### src/rtl/pwm_periph_pkg.sv
// Shared constants and types for the PWM peripheral register interface.
package pwm_periph_pkg;

  localparam int ADDRESS_WIDTH = 6;
  localparam int ADDRESS_MAX   = 48;

  // Command byte layout: bit 7 selects write, bit 6 is reserved, bits 5:0 hold the start address.
  localparam int CMD_WRITE_BIT = 7;
  localparam int CMD_ADDR_MSB  = 5;
  localparam int CMD_ADDR_LSB  = 0;

  typedef enum logic [1:0] {
    ST_IDLE  = 2'd0,
    ST_CMD   = 2'd1,
    ST_WRITE = 2'd2,
    ST_READ  = 2'd3
  } bridge_state_t;

endpackage

### src/rtl/spi_sync_edge.sv
// Two-flop synchroniser for an asynchronous SPI pin, plus a third flop for edge detection.
module spi_sync_edge (
  input  logic i_clk,
  input  logic i_reset,
  input  logic i_pin,
  output logic level,
  output logic rise,
  output logic fall
);

  // Index 0 and 1 form the synchroniser; index 2 holds the previous synchronised level.
  logic [2:0] sync_q;

  // Shift the pin through the chain; reset to zero so a pin already low never looks like a fall.
  always_ff @(posedge i_clk or posedge i_reset) begin
    if (i_reset) begin
      sync_q <= 3'b000;
    end else begin
      sync_q <= {sync_q[1:0], i_pin};
    end
  end

  assign level = sync_q[1];
  assign rise  = sync_q[1] & ~sync_q[2];
  assign fall  = ~sync_q[1] & sync_q[2];

endmodule

### src/rtl/spi_register_bridge.sv
// SPI mode-0 slave that converts host frames into register-file writes and serial read-back.
module spi_register_bridge #(
  parameter int ADDRESS_WIDTH = pwm_periph_pkg::ADDRESS_WIDTH,
  parameter int ADDRESS_MAX   = pwm_periph_pkg::ADDRESS_MAX
) (
  input  logic                     i_clk,
  input  logic                     i_reset,
  input  logic                     i_sclk,
  input  logic                     i_cs_n,
  input  logic                     i_mosi,
  output logic                     o_miso,
  output logic                     o_write_en,
  output logic [ADDRESS_WIDTH-1:0] o_address,
  output logic [7:0]               o_data,
  input  logic [7:0]               i_rd_data
);

  import pwm_periph_pkg::*;

  localparam logic [ADDRESS_WIDTH-1:0] ADDR_MAX = ADDRESS_MAX[ADDRESS_WIDTH-1:0];
  localparam logic [ADDRESS_WIDTH-1:0] ADDR_ONE = {{(ADDRESS_WIDTH-1){1'b0}}, 1'b1};

  logic sclk_level, sclk_rise, sclk_fall;
  logic cs_level, cs_rise, cs_fall;
  logic [1:0] mosi_sync;
  logic mosi_level;

  bridge_state_t state, state_next;
  logic [2:0] bit_count;
  logic [6:0] rx_shift;
  logic [7:0] rx_byte;
  logic [7:0] tx_shift;
  logic inc_pending;
  logic byte_done;
  logic [ADDRESS_WIDTH-1:0] next_address;

  spi_sync_edge u_sclk_sync (
    .i_clk   (i_clk),
    .i_reset (i_reset),
    .i_pin   (i_sclk),
    .level   (sclk_level),
    .rise    (sclk_rise),
    .fall    (sclk_fall)
  );

  spi_sync_edge u_cs_sync (
    .i_clk   (i_clk),
    .i_reset (i_reset),
    .i_pin   (i_cs_n),
    .level   (cs_level),
    .rise    (cs_rise),
    .fall    (cs_fall)
  );

  // MOSI gets the same two-flop delay as SCLK so it lines up with the detected rising edge.
  always_ff @(posedge i_clk or posedge i_reset) begin
    if (i_reset) begin
      mosi_sync <= 2'b00;
    end else begin
      mosi_sync <= {mosi_sync[0], i_mosi};
    end
  end

  assign mosi_level = mosi_sync[1];
  assign rx_byte    = {rx_shift, mosi_level};
  assign byte_done  = sclk_rise && (bit_count == 3'd7);

  // Increment modulo ADDRESS_MAX+1; (a+1)-(MAX+1) == a-MAX also folds out-of-range addresses.
  assign next_address = (o_address >= ADDR_MAX) ? (o_address - ADDR_MAX) : (o_address + ADDR_ONE);

  assign o_miso = tx_shift[7] & ~cs_level;

  // State register.
  always_ff @(posedge i_clk or posedge i_reset) begin
    if (i_reset) begin
      state <= ST_IDLE;
    end else begin
      state <= state_next;
    end
  end

  // Frames start only on a CS_N fall with SCLK idle low, and every frame ends on the CS_N rise.
  always_comb begin
    state_next = state;
    case (state)
      ST_IDLE: begin
        if (cs_fall && !sclk_level) begin
          state_next = ST_CMD;
        end
      end
      ST_CMD: begin
        if (cs_rise) begin
          state_next = ST_IDLE;
        end else if (byte_done) begin
          state_next = rx_byte[CMD_WRITE_BIT] ? ST_WRITE : ST_READ;
        end
      end
      default: begin
        if (cs_rise) begin
          state_next = ST_IDLE;
        end
      end
    endcase
  end

  // Bit/byte datapath: receive shift, write strobe, address stepping and the MISO shift register.
  always_ff @(posedge i_clk or posedge i_reset) begin
    if (i_reset) begin
      o_write_en  <= 1'b0;
      o_address   <= '0;
      o_data      <= 8'h00;
      bit_count   <= 3'd0;
      rx_shift    <= 7'd0;
      tx_shift    <= 8'h00;
      inc_pending <= 1'b0;
    end else begin
      o_write_en <= 1'b0;
      if (inc_pending) begin
        o_address   <= next_address;
        inc_pending <= 1'b0;
      end
      if (state == ST_IDLE || cs_rise) begin
        bit_count <= 3'd0;
        rx_shift  <= 7'd0;
        tx_shift  <= 8'h00;
      end else begin
        if (sclk_rise) begin
          bit_count <= bit_count + 3'd1;
          rx_shift  <= rx_byte[6:0];
          if (bit_count == 3'd7) begin
            case (state)
              ST_CMD:   o_address <= rx_byte[CMD_ADDR_MSB:CMD_ADDR_LSB];
              ST_WRITE: begin
                o_data      <= rx_byte;
                o_write_en  <= (o_address <= ADDR_MAX);
                inc_pending <= 1'b1;
              end
              ST_READ:  o_address <= next_address;
              default:  ;
            endcase
          end
        end
        if (sclk_fall && state == ST_READ) begin
          if (bit_count == 3'd0) begin
            tx_shift <= (o_address > ADDR_MAX) ? 8'h00 : i_rd_data;
          end else begin
            tx_shift <= {tx_shift[6:0], 1'b0};
          end
        end
      end
    end
  end

endmodule

### config.mk
export PLATFORM = sky130hd
export DESIGN_NAME = spi_register_bridge
export DESIGN_NICKNAME = d
export VERILOG_FILES = /design/src/rtl/pwm_periph_pkg.sv /design/src/rtl/spi_sync_edge.sv /design/src/rtl/spi_register_bridge.sv
export SDC_FILE = /design/constraint.sdc
export NUM_CORES = 1
export LEC_CHECK = 0
export BUFFER_PORTS_ARGS = -buffer_cell sky130_fd_sc_hd__buf_4
export CELL_PAD_IN_SITES_DETAIL_PLACEMENT = 0
export CELL_PAD_IN_SITES_GLOBAL_PLACEMENT = 1
export CORE_ASPECT_RATIO = 1.1
export CORE_UTILIZATION = 47
export DETAILED_ROUTE_END_ITERATION = 7
export HOLD_SLACK_MARGIN = 0.08
export PLACE_DENSITY_LB_ADDON = 0.1
export SLEW_MARGIN = 20
export SYNTH_ARGS = -nofsm -noshare
export SYNTH_HDL_FRONTEND = slang
export SYNTH_SLANG_ARGS = --single-unit
### constraint.sdc
create_clock -name i_clk -period 3 [get_ports i_clk]
set_input_delay 0.15 -clock i_clk [delete_from_list [all_inputs] [get_ports i_clk]]
set_output_delay 0.15 -clock i_clk [all_outputs]
set_load 0.01 [all_outputs]
Word-level counts from Yosys, hierarchy flattened
Index checks and enable logic that the tools add are counted.
Word-level totals
  bits in registers: 44
Operators by class
  order comparisons: 3
  $add $sub $neg: 3
  multiplexer cells: 28
  bitwise operators: 10
  equal/unequal tests: 6
  reductions and logical operators: 12
Operator list (number)
  $mux 8: 4
  $mux 6: 5
  $mux 7: 2
  $pmux 6 s2: 1
  $mux 1: 9
  $mux 2: 4
  $add 6x1->6 const B: 1
  $ge 6x6->1 const B: 1
  $gt 6x6->1 const B: 1
  $le 6x6->1 const B: 1
  $mux 3: 2
  $sub 6x6->6 const B: 1
  $and 1x1->1: 5
  $not 1->1: 5
  $eq 2x2->1 const B: 2
  $pmux 2 s2: 1
  $reduce_and 4->1: 1
  $reduce_bool 2->1: 2
  $add 3x1->3 const B: 1
  $eq 3x3->1 const B: 1
  $logic_and 1x1->1: 3
  $logic_not 3->1: 1
  $ne 3x3->1 const B: 1
  $reduce_and 3->1: 1
  other kinds (6): 6

Longest topological paths before layout
Gate-level depths: netlist of the first run.
  depth in word-level cells: 7
  depth in mapped cells: 6
  depth with buffers taken out: 6

By module
A second synthesis of the first run with hierarchy kept.
Second synthesis, totals
  cells, all modules: 187
  area total of the unflattened synthesis: 2143.3 um^2
By module, submodules not included
  spi_register_bridge: cells an instance 175, times used 1, area an instance 1955.6 um^2, sequential area each 950.9 um^2
  spi_sync_edge: cells an instance 6, times used 2, area an instance 93.8 um^2, sequential area each 75.1 um^2

Least setup slack after synthesis of the first run
Ideal clock, no wire load.
  kind: register to register
  start: register o_address[0]
  end: register tx_shift[0]
  cell stages (with the launch flop): 7
  data arrival time: 1.667 ns
  slack: 1.267 ns
  buffers on the path: 0
  required time: 2.934 ns
  cells stage by stage: dfrtp_1 inv_1 ha_1 or3b_2 a21oi_1 and2b_1 a22o_1
On the way
  word-level cells in the longest chain between the ends: 5
Ends and longest elaborated chain
  start: declaration: RTL line spi_register_bridge.sv:13  | output logic [ADDRESS_WIDTH-1:0] o_address,
  start signal: assignment: RTL line spi_register_bridge.sv:119  | o_address <= next_address;
  start signal: assignment: RTL line spi_register_bridge.sv:132  | ST_CMD: o_address <= rx_byte[CMD_ADDR_MSB:CMD_ADDR_LSB];
  start signal: assignment: RTL line spi_register_bridge.sv:138  | ST_READ: o_address <= next_address;
  $gt 6x6->1: RTL line spi_register_bridge.sv:145  | tx_shift <= (o_address > ADDR_MAX) ? 8'h00 : i_rd_data;
  $mux 8: RTL line spi_register_bridge.sv:145
  $mux 8: RTL line spi_register_bridge.sv:144  | if (bit_count == 3'd0) begin
  $mux 8: RTL line spi_register_bridge.sv:143  | if (sclk_fall && state == ST_READ) begin
  $mux 8: RTL line spi_register_bridge.sv:122  | if (state == ST_IDLE || cs_rise) begin
  end signal: assignment: RTL line spi_register_bridge.sv:145
  end signal: assignment: RTL line spi_register_bridge.sv:147  | tx_shift <= {tx_shift[6:0], 1'b0};
  end: declaration: RTL line spi_register_bridge.sv:32  | logic [7:0] tx_shift;
Every way passes these cells. The select of a mux whose other input is x is not followed.
A chain may end at the register's enable or synchronous reset.

Worst setup path in the final report of the first run
  start: register u_sclk_sync.sync_q[2]
  end: register o_data[5]
On the way
  word-level cells in the longest chain between the ends: 3
Ends and longest elaborated chain
  start: declaration: RTL line spi_sync_edge.sv:12  | logic [2:0] sync_q;
  start signal: assignment: RTL line spi_sync_edge.sv:19  | sync_q <= {sync_q[1:0], i_pin};
  $not 1->1: RTL line spi_sync_edge.sv:24  | assign rise = sync_q[1] & ~sync_q[2];
  $and 1x1->1: RTL line spi_sync_edge.sv:24
  $reduce_and 4->1 (no source line)
  end signal: assignment: RTL line spi_register_bridge.sv:134  | o_data <= rx_byte;
  end: declaration: RTL line spi_register_bridge.sv:14  | output logic [7:0] o_data,
Every way passes these cells.

==> flow_metrics.py, run 1 <==
metrics = {
    "critical_path": {
        "cp.buffers_inverters": 0,
        "worstSetupPathType": "reg -> reg",
        "crit_path_max_incr_delay_ns": 0.54,
        "required_ns": 3.18,
        "reg2reg_from": "u_sclk_sync.sync_q[2]$_DFF_PP0_",
        "crit_start": "u_sclk_sync.sync_q[2]$_DFF_PP0_",
        "crit_family": "simple AND/OR/NAND/NOR gates",
        "start_kind": "flop",
        "crit_path_max_fanout": 12,
        "cp.arrival_ns": 2.24,
        "cp_slowest_cell": "nor4_4",
        "endpoint_kind": "flop",
        "crit_chain": "and2b_1, nand2_1, nor4_4, mux2_2",
    },
    "floorplanning": {
        "die_h_um": 71.0,
        "core-area_mm2": 0.00405,
        "die_area_mm2": 0.00459,
        "rows": 24,
        "start_util": 0.502,
        "io_pins": 29,
        "die_w_um": 64.7,
    },
    "detailed_routing": {
        "wl_um": 4090,
        "ant_nets": 0,
        "drt_pre_antenna_iters": 4,
        "wire_per_inst_um": 14.5,
        "drt_iter0_markers": 101,
        "vias_per_cell": 5.48,
        "vias": 1551,
        "remaining_drc_errors": 0,
    },
    "clock_tree": {
        "cts_sinks": 44,
        "cts.clk_slew.worst_paths_ns": 0.08,
        "cts_resized": 0,
        "h-tree-depth": 2,
        "cts_buffers": 5,
        "cts-root-buf": "clkbuf_8",
        "tritoncts": "yes",
        "postCtsSetupBuffers": 0,
        "insertion_delay_ns": 0.29,
        "cts_hold_buffers": 9,
        "clock_path_buffers": 2,
    },
    "cells_and_area": {
        "instances_no_fill": 283,
        "layout-drive-gt1-share": 0.199,
        "n_fill_cell": 359,
        "fin_util": 0.608,
        "syn_to_final_growth_pct": 21.2,
        "seqCellArea_mm2": 0.00110,
        "fin_nets": 250,
        "diodes": 0,
        "multiInputGateArea_um2": 871,
    },
    "logic_synthesis": {
        "synthesis.area_per_instance_um2": 10.6,
        "synth_nets": 211,
        "synth_cell_types": 41,
        "ys_ff_latch": 44,
        "postSynthCellCount": 191,
        "netlist_area_mm2": 0.00203,
        "yosysWarnings": 0,
        "synth_flop_cell": "dfrtp_1",
        "ys_seq_area_frac": 0.542,
        "synth-edff-count": 0,
        "async_flop_share": 1.00,
    },
    "place": {
        "numPortBuffers": 28,
        "routabilityCongestion": 0.819,
        "dp_hpwl_um": 2890,
        "numPlacedInstances": 266,
    },
    "global_routing": {
        "grt.total_usage": 0.199,
        "antenna_found_initial": 0,
        "grt_max_degree": 45,
        "grt-ovfl-total": 0,
        "grt_pass1_vias": 1546,
        "grt_pass1_wl_um": 7090,
    },
    "timing": {
        "max_freq_ghz": 0.484,
        "slew_violations": 0,
        "setup_viol_count_final": 0,
        "max_slew_margin": 0.481,
        "period_share": 0.689,
        "rsz0062_at_grt": "no",
        "hold_viol": 0,
        "holdWs_ns": 0.161,
        "tightestPinTransition_ns": 0.777,
        "fin_tns_setup_ns": 0,
        "period_minus_slack_ns": 2.07,
        "skew_ns": 0.00538,
    },
    "power_and_ir_drop": {
        "power_density_mw_per_mm2": 425,
        "ir_drop_mv": 0.245,
        "cellLeakagePower_uw": 0.00118,
    },
    "hold_path": {
        "min_path_type": "in -> reg",
        "hp-start": "i_rd_data[3]",
    },
    "flow_run": {
        "cap_violations": 0,
    },
    "outcome": {
        "run_status": "complete, no violations",
    },
}
Yosys cell counts, types with 2 or more instances:
| library cell | instances | area, um^2 |
|---|---|---|
| nor2b_1 | 3 | 18.8 |
| a22oi_1 | 4 | 30.0 |
| nor2_1 | 7 | 26.3 |
| dfrtp_1 | 44 | 1100 |
| mux2_2 | 8 | 90.1 |
| a21o_1 | 4 | 30.0 |
| nor3_1 | 4 | 20.0 |
| clkbuf_1 | 3 | 11.3 |
| o311ai_0 | 2 | 17.5 |
| nand3_1 | 2 | 10.0 |
| o21ai_0 | 8 | 40.0 |
| and2b_1 | 2 | 15.0 |
| nand2_1 | 30 | 113 |
| a22o_1 | 5 | 43.8 |
| nand2b_1 | 6 | 37.5 |
| inv_1 | 8 | 30.0 |
| mux2i_1 | 2 | 20.0 |
| a311oi_1 | 2 | 17.5 |
| a21oi_1 | 18 | 90.1 |
| xnor2_1 | 2 | 17.5 |
| ha_1 | 7 | 87.6 |
final timing paths:
path	cells after the start	end	slack, ns
worst min register to register	0	u_cs_sync.sync_q[1]$_DFF_PP0_	0.35
worst min-delay path	3	tx_shift[3]$_DFFE_PP0P_	0.16
min in group asynchronous	4	tx_shift[6]$_DFFE_PP0P_	0.55
max in group asynchronous	4	state[0]$_DFFE_PP0P_	2.09
worst max register to register	4	o_data[5]$_DFFE_PP0P_	0.93
worst max-delay path	4	o_data[5]$_DFFE_PP0P_	0.93
report_power, final:
group / switching [uW] / total (uW) / internal, uW
Clock: 185 / 373 / 188
Combinational: 38.6 / 65.2 / 26.6
Sequential: 9.29 / 611 / 601
sequential cells by signal (all words and copies together) (netlist names):
name,cells
mosi_sync,2
u_cs_sync.sync_q,3
u_sclk_sync.sync_q,3
tx_shift,8
o_data,8
inc_pending,1
bit_count,3
rx_shift,7
state,2
o_address,6
o_write_en,1
tightest hold or removal path: cells and delay by family:
kind                   cells  cell delay [ns]
AO/OA/AOI/OAI              2             0.18
buffers and inverters      1             0.08
cell type report:
| cell class | count | area share |
|---|---|---|
| Tap cell | 52 | 0.0264 |
| Inverter | 8 | 0.0122 |
| Sequential cell | 44 | 0.447 |
| Multi-Input combinational cell | 133 | 0.353 |
| Timing Repair Buffer | 38 | 0.125 |
| Clock buffer | 8 | 0.0365 |
routing by layer:
| metal | routed length [um] | track usage | share of wire |
|---|---|---|---|
| met1 | 1860 | 0.252 | 0.45 |
| met2 | 2010 | 0.322 | 0.49 |
| met3 | 169 | 0.0565 | 0.041 |
| met4 | 63 | 0.0765 | 0.015 |
| met5 | 0 | 0 | 0 |
through the flow:
| step | instance area [um^2] | total power, uW | setup slack, ns |
|---|---|---|---|
| 3_5_place_dp | 2280 | 680 | 0.933 |
| 4_1_cts | 2460 | 1060 | 0.915 |
| 6_report | 2460 | 1050 | 0.934 |
| 3_3_place_gp | 2280 | 677 | 1.00 |
| 2_1_floorplan | 2030 | 657 | 1.27 |
| 5_1_grt | 2460 | 1100 | 0.804 |
cells by family after synthesis:
| kind of cell | synth area share |
|---|---|
| AND/OR/NAND/NOR | 0.154 |
| AO/OA/AOI/OAI | 0.169 |
| flip-flops | 0.542 |
| buffers and inverters | 0.0301 |
| multiplexers | 0.0542 |
| adder cells (fa/ha/maj) | 0.0431 |
| XOR/XNOR | 0.00862 |
cell usage in the layout, fill, tap and decap left out, drive strengths merged, types with 3 or more instances in the layout:
cell type	n
dfrtp	44
nand2	30
buf	29
a21oi	18
dlygate4sd3	9
o21ai	9
mux2	8
clkbuf	8
nor2	7
inv	7
ha	7
nand2b	6
a22o	5
nor3	5
a22oi	4
a21o	4
nor2b	3
(Power assumes the default switching activity.)
==> run 2: changes to the inputs <==
CORE_UTILIZATION = 40   (was 47)
clock period = 1.85 ns   (was 3 ns; I/O delays follow)
==> flow_metrics.py, run 2 (synthesis gave the netlist of run 1 again) <==
metrics = {
    "floorplanning": {
        "die_area_mm2": 0.00537,
        "die_w_um": 70.0,
        "start_util": 0.428,
        "core-area_mm2": 0.00475,
        "io_pins": 29,
        "die_h_um": 76.8,
        "rows": 26,
    },
    "timing": {
        "fin_tns_setup_ns": 0,
        "setup_viol_count_final": 0,
        "slew_violations": 0,
        "rsz0062_at_grt": "no",
        "tightestPinTransition_ns": 0.707,
        "max_freq_ghz": 0.586,
        "max_slew_margin": 0.526,
        "holdWs_ns": 0.113,
        "period_share": 0.923,
        "hold_viol": 0,
        "skew_ns": 0.00513,
        "period_minus_slack_ns": 1.71,
    },
    "place": {
        "dp_hpwl_um": 3080,
        "routabilityCongestion": 0.777,
        "numPortBuffers": 28,
    },
    "global_routing": {
        "grt_max_degree": 27,
        "grt.total_usage": 0.173,
        "antenna_found_initial": 0,
        "grt_pass1_wl_um": 7290,
        "use_met3": 0.0447,
        "global_route.usage.met1": 0.221,
        "grt_pass1_vias": 1618,
        "top_usage_layer": "met2",
        "grtUsageMet2": 0.287,
        "grt-ovfl-total": 0,
    },
    "hold_path": {
        "hold-path-endpoint": "tx_shift[7]$_DFFE_PP0P_",
        "min_path_type": "in -> reg",
        "hp-start": "i_rd_data[7]",
        "hold_depth": 3,
    },
    "flow_run": {
        "cap_violations": 0,
    },
    "critical_path": {
        "cp_slowest_cell": "dfrtp_1",
        "crit_path_max_incr_delay_ns": 0.38,
        "crit_path_max_fanout": 7,
        "worstSetupPathType": "reg -> reg",
        "start_kind": "flop",
        "cp.arrival_ns": 1.87,
        "crit_chain": "ha_1, ha_1, nand4b_1, buf_4, nand2b_1, buf_4, a21oi_1, a22oi_1",
        "cp.buffers_inverters": 2,
        "reg2reg_from": "bit_count[0]$_DFFE_PP0P_",
        "ff2ff_setup_slack_ns": 0.14,
        "endpoint_kind": "flop",
        "r2r_cells": 8,
        "required_ns": 2.01,
        "crit_family": "flip-flops",
        "crit_start": "bit_count[0]$_DFFE_PP0P_",
        "reg2reg_to": "o_address[5]$_DFF_PP0_",
    },
    "cells_and_area": {
        "final_cell_mix": "dfrtp_1, buf_4, nand2_1",
        "seqCellArea_mm2": 0.00110,
        "fin_nets": 260,
        "syn_to_final_growth_pct": 28.4,
        "n_fill_cell": 437,
        "top_regs": "o_data: 8 flops, tx_shift: 8 flops, rx_shift: 7 flops",
        "layout-drive-gt1-share": 0.261,
        "multiInputGateArea_um2": 887,
        "diodes": 0,
        "mostFrequentLayoutCell": "dfrtp_1",
    },
    "power_and_ir_drop": {
        "combPwrFrac": 0.063,
        "cellLeakagePower_uw": 0.00125,
        "p_clk_frac": 0.416,
        "p_int_uw": 1500,
        "power_density_mw_per_mm2": 728,
        "p_sw_frac": 0.208,
        "ir_drop_mv": 0.497,
        "pwr-share-seq": 0.521,
        "p_switching_uw": 395,
    },
    "outcome": {
        "run_status": "complete, no violations",
    },
    "clock_tree": {
        "cts_sinks": 44,
        "tritoncts": "yes",
        "insertion_delay_ns": 0.29,
        "clock_path_buffers": 2,
        "cts.clk_slew.worst_paths_ns": 0.08,
        "cts_buffers": 5,
        "cts-root-buf": "clkbuf_8",
        "h-tree-depth": 2,
    },
    "detailed_routing": {
        "drt_iter0_markers": 84,
        "remaining_drc_errors": 0,
        "wl_um": 4250,
        "vias_per_cell": 5.27,
        "vias": 1564,
        "ant_nets": 0,
        "wire_per_inst_um": 14.3,
        "drt_pre_antenna_iters": 4,
    },
}
==> run 2: cell types whose count changed in the layout (fill, tap and decap cells not counted), sizes merged <==
cell,change
clkbuf,-1
bufinv,+1
buf,+10
==> run 2: what timing repair did <==
item,4_1_cts,5_1_grt
endpoints found under the setup margin,0,11
hold buffers,9,0
hold endpoints to repair,26,0
resized for setup,0,6
setup buffers,0,1
==> run 2: through the flow <==
step	utilization	cells	setup WS [ns]	power, uW	area (um^2)
after floorplan	-	191	0.117	1070	2030
after global placement	0.499	279	0.0784	1110	2370
after detailed placement	0.499	279	0.0396	1110	2370
after CTS	0.545	296	0.0198	1930	2590
after global routing	0.550	297	0.0160	1980	2610
final	0.550	297	0.143	1900	2610
==> run 2: worst max-delay path by stage <==
stage                                   end  cells after the start
finish               o_address[5]$_DFF_PP0_                      8
CTS                  o_address[0]$_DFF_PP0_                      6
global route         o_address[0]$_DFF_PP0_                      7
global placement     o_address[0]$_DFF_PP0_                      6
floorplan           tx_shift[0]$_DFFE_PP0P_                      6
detailed placement   o_address[0]$_DFF_PP0_                      6
==> run 2: final cells by class <==
type	instances	area share
sequential	44	0.422
multi-input combinational	133	0.340
timing repair buffer	48	0.151
clock buffer	7	0.0369
tap	56	0.0268
clock inverter	1	0.0115
inverter	8	0.0115
==> run 2: power groups by stage <==
stage                     clock (uW)  sequential (uW)  combinational, uW
after floorplan                    0             1000               65.3
after global placement             0             1010                102
after detailed placement           0             1010                105
after CTS                        815              990                120
after global routing             855              994                133
final                            791              990                119
==> run 2: per-layer routing <==
layer	routed length, um	vias to the layer above
li1	-	778
met1	1980	752
met2	2060	29
met3	152	5
met4	55	0
met5	0	-
==> run 2: worst reg2reg max path: cells and delay by family, from the launching register on <==
kind                       cells  cell delay [ns]
DFF                            1             0.38
adders and majority gates      2             0.36
AOI/OAI and AO/OA              2             0.26
and+or+nand+nor                2             0.26
buffers and inverters          2             0.32
==> run 3: changes to the inputs <==
ABC_AREA = 1   (was default)
CORE_UTILIZATION = 39   (was 40)
==> flow_metrics.py, run 3 <==
metrics = {
    "critical_path": {
        "crit_top_cell": "inv_1",
        "crit_chain": "inv_1, ha_1, inv_1, nor2_1, inv_1, nor2_2, nand2_1, o21ai_1, nand2_1, o21ai_1",
        "r2r_cells": 10,
        "ff2ff_setup_slack_ns": 0.17,
        "cp.arrival_ns": 1.89,
        "reg2reg_from": "bit_count[0]$_DFFE_PP0P_",
        "reg2reg_to": "tx_shift[7]$_DFFE_PP0P_",
        "crit_start": "bit_count[0]$_DFFE_PP0P_",
        "crit_path_max_incr_delay_ns": 0.41,
        "worstSetupPathType": "reg -> reg",
        "crit_path_max_fanout": 8,
        "required_ns": 2.06,
        "cp-endpoint": "tx_shift[7]$_DFFE_PP0P_",
        "endpoint_kind": "flop",
        "start_kind": "flop",
        "cp_slowest_cell": "dfrtp_1",
    },
    "timing": {
        "max_slew_margin": 0.761,
        "hold_viol": 0,
        "tightestPinTransition_ns": 0.355,
        "rsz0062_at_grt": "no",
        "holdWs_ns": 0.0989,
        "setup_viol_count_final": 0,
        "slew_violations": 0,
        "skew_ns": 0.00760,
        "period_minus_slack_ns": 1.68,
        "period_share": 0.906,
        "fin_tns_setup_ns": 0,
        "max_freq_ghz": 0.596,
    },
    "detailed_routing": {
        "drt_iter0_markers": 66,
        "drt_pre_antenna_iters": 4,
        "remaining_drc_errors": 0,
        "ant_nets": 0,
        "vias_per_cell": 4.60,
        "wl_um": 4490,
        "wire_per_inst_um": 12.5,
        "vias": 1657,
    },
    "logic_synthesis": {
        "netlist_area_mm2": 0.00220,
        "synth_nets": 261,
        "postSynthCellCount": 241,
        "synth_flop_cell": "dfrtp_1",
        "ys_seq_area_frac": 0.501,
        "synth-edff-count": 0,
        "yosysMostFrequentCell": "nand2_1",
        "ys_ff_latch": 44,
        "synthesis.area_per_instance_um2": 9.12,
        "netlist_top_cells_area": "dfrtp_1, nand2_1, nand3_1, inv_1, ha_1",
        "async_flop_share": 1.00,
        "synth_top_cell_by_area": "dfrtp_1",
        "synthTopCellsByCount": "nand2_1, dfrtp_1, inv_1",
        "synth_top_area_frac": 0.501,
        "synth_cell_types": 34,
        "yosysWarnings": 0,
    },
    "flow_run": {
        "cap_violations": 0,
    },
    "clock_tree": {
        "tritoncts": "yes",
        "cts_sinks": 44,
        "cts-root-buf": "clkbuf_8",
        "cts_buffers": 5,
        "h-tree-depth": 2,
        "cts.clk_slew.worst_paths_ns": 0.08,
        "clock_path_buffers": 2,
        "cts_resized": 0,
        "insertion_delay_ns": 0.30,
    },
    "hold_path": {
        "min_path_type": "in -> reg",
    },
    "floorplanning": {
        "start_util": 0.407,
        "io_pins": 29,
        "die_h_um": 80.7,
        "die_w_um": 73.6,
        "die_area_mm2": 0.00594,
        "core-area_mm2": 0.00540,
        "rows": 28,
    },
    "global_routing": {
        "grt_max_degree": 45,
        "grt_pass1_wl_um": 7480,
        "grt-ovfl-total": 0,
        "grt_pass1_vias": 1515,
        "antenna_found_initial": 0,
        "grt.total_usage": 0.168,
    },
    "place": {
        "dp_hpwl_um": 3280,
        "numPortBuffers": 28,
        "routabilityCongestion": 0.836,
    },
    "power_and_ir_drop": {
        "power_density_mw_per_mm2": 925,
        "cellLeakagePower_uw": 0.00135,
        "ir_drop_mv": 0.568,
    },
    "cells_and_area": {
        "top_regs": "o_data: 8 flops, tx_shift: 8 flops, rx_shift: 7 flops",
        "layout-drive-gt1-share": 0.260,
        "final_cell_mix": "nand2_1, dfrtp_1, buf_4",
        "mostFrequentLayoutCell": "nand2_1",
        "fin_nets": 305,
        "diodes": 0,
        "syn_to_final_growth_pct": 24.4,
    },
    "outcome": {
        "run_status": "complete, no violations",
    },
}
## run 3: cell count changes after synthesis, sizes merged, moves of 10 or more
cell | previous run | this run
nand2 | 30 | 59
inv | 8 | 35
nand3 | 2 | 25
a21oi | 18 | 2
o21ai | 9 | 24
nor2 | 7 | 17
## run 3: final cells by class
cell class	count	area [um^2]
fill	554	2660
sequential	44	1100
multi-input combinational	158	942
timing repair buffer	39	328
inverter	37	140
tap	75	93.8
clock buffer	5	68.8
clock inverter	2	60.1
## run 3: what timing repair did
| action | CTS | global route |
|---|---|---|
| endpoints found under the hold margin | 52 | 0 |
| buffers inserted | 0 | 0 |
| hold buffers | 9 | 0 |
## run 3: cell families after synthesis
| logic type | synth area share |
|---|---|
| buffers and inverters | 0.0706 |
| flip-flops | 0.501 |
| AO/OA/AOI/OAI | 0.131 |
| AND/OR/NAND/NOR | 0.246 |
| XOR/XNOR | 0.0120 |
| adder cells (fa/ha/maj) | 0.0398 |
## run 3: worst min path at each step
| stage | start | endpoint | slack (ns) | cells past startpoint |
|---|---|---|---|---|
| 5_1_grt | i_rd_data[6] | tx_shift[6]$_DFFE_PP0P_ | 0.12 | 5 |
| 3_5_place_dp | i_reset | o_data[3]$_DFFE_PP0P_ | 0.15 | 3 |
| 4_1_cts | i_rd_data[3] | tx_shift[3]$_DFFE_PP0P_ | 0.09 | 5 |
| 2_1_floorplan | i_mosi | mosi_sync[0]$_DFF_PP0_ | 0.12 | 0 |
| 6_report | i_rd_data[3] | tx_shift[3]$_DFFE_PP0P_ | 0.1 | 5 |
| 3_3_place_gp | i_reset | o_data[0]$_DFFE_PP0P_ | 0.15 | 3 |
## run 3: worst max-delay path, delay by kind of cell, from the launching register on
kind,cells,cell delay (ns)
compound gates,2,0.18
flops,1,0.41
buf+inv,3,0.26
fa+ha+maj,1,0.14
simple gates,4,0.62
## run 3: stage by stage
stage	power [uW]	cell area (um^2)	setup WS [ns]	utilization	std cells
global placement	1690	2510	0.159	0.466	344
finish	2530	2730	0.173	0.507	360
CTS	2570	2730	0.153	0.507	360
global route	2660	2730	0.0308	0.507	360
floorplan	1540	2200	0.273	-	241
detailed placement	1690	2510	0.170	0.466	344
## run 3: report_power, final
group          total, uW  leakage, uW  switching [uW]  internal (uW)
Sequential          1080     0.000591            55.7           1020
Combinational        601     0.000695             417            184
Clock                851    0.0000642             320            531
## run 3: metal layers
| layer | part of all wire | track usage | wire length, um | up-vias |
|---|---|---|---|---|
| li1 | - | - | - | 873 |
| met1 | 0.51 | 0.241 | 2310 | 752 |
| met2 | 0.44 | 0.246 | 1970 | 27 |
| met4 | 0.014 | 0.0692 | 62 | 0 |
| met3 | 0.034 | 0.0347 | 151 | 5 |
| met5 | 0 | 0 | 0 | - |
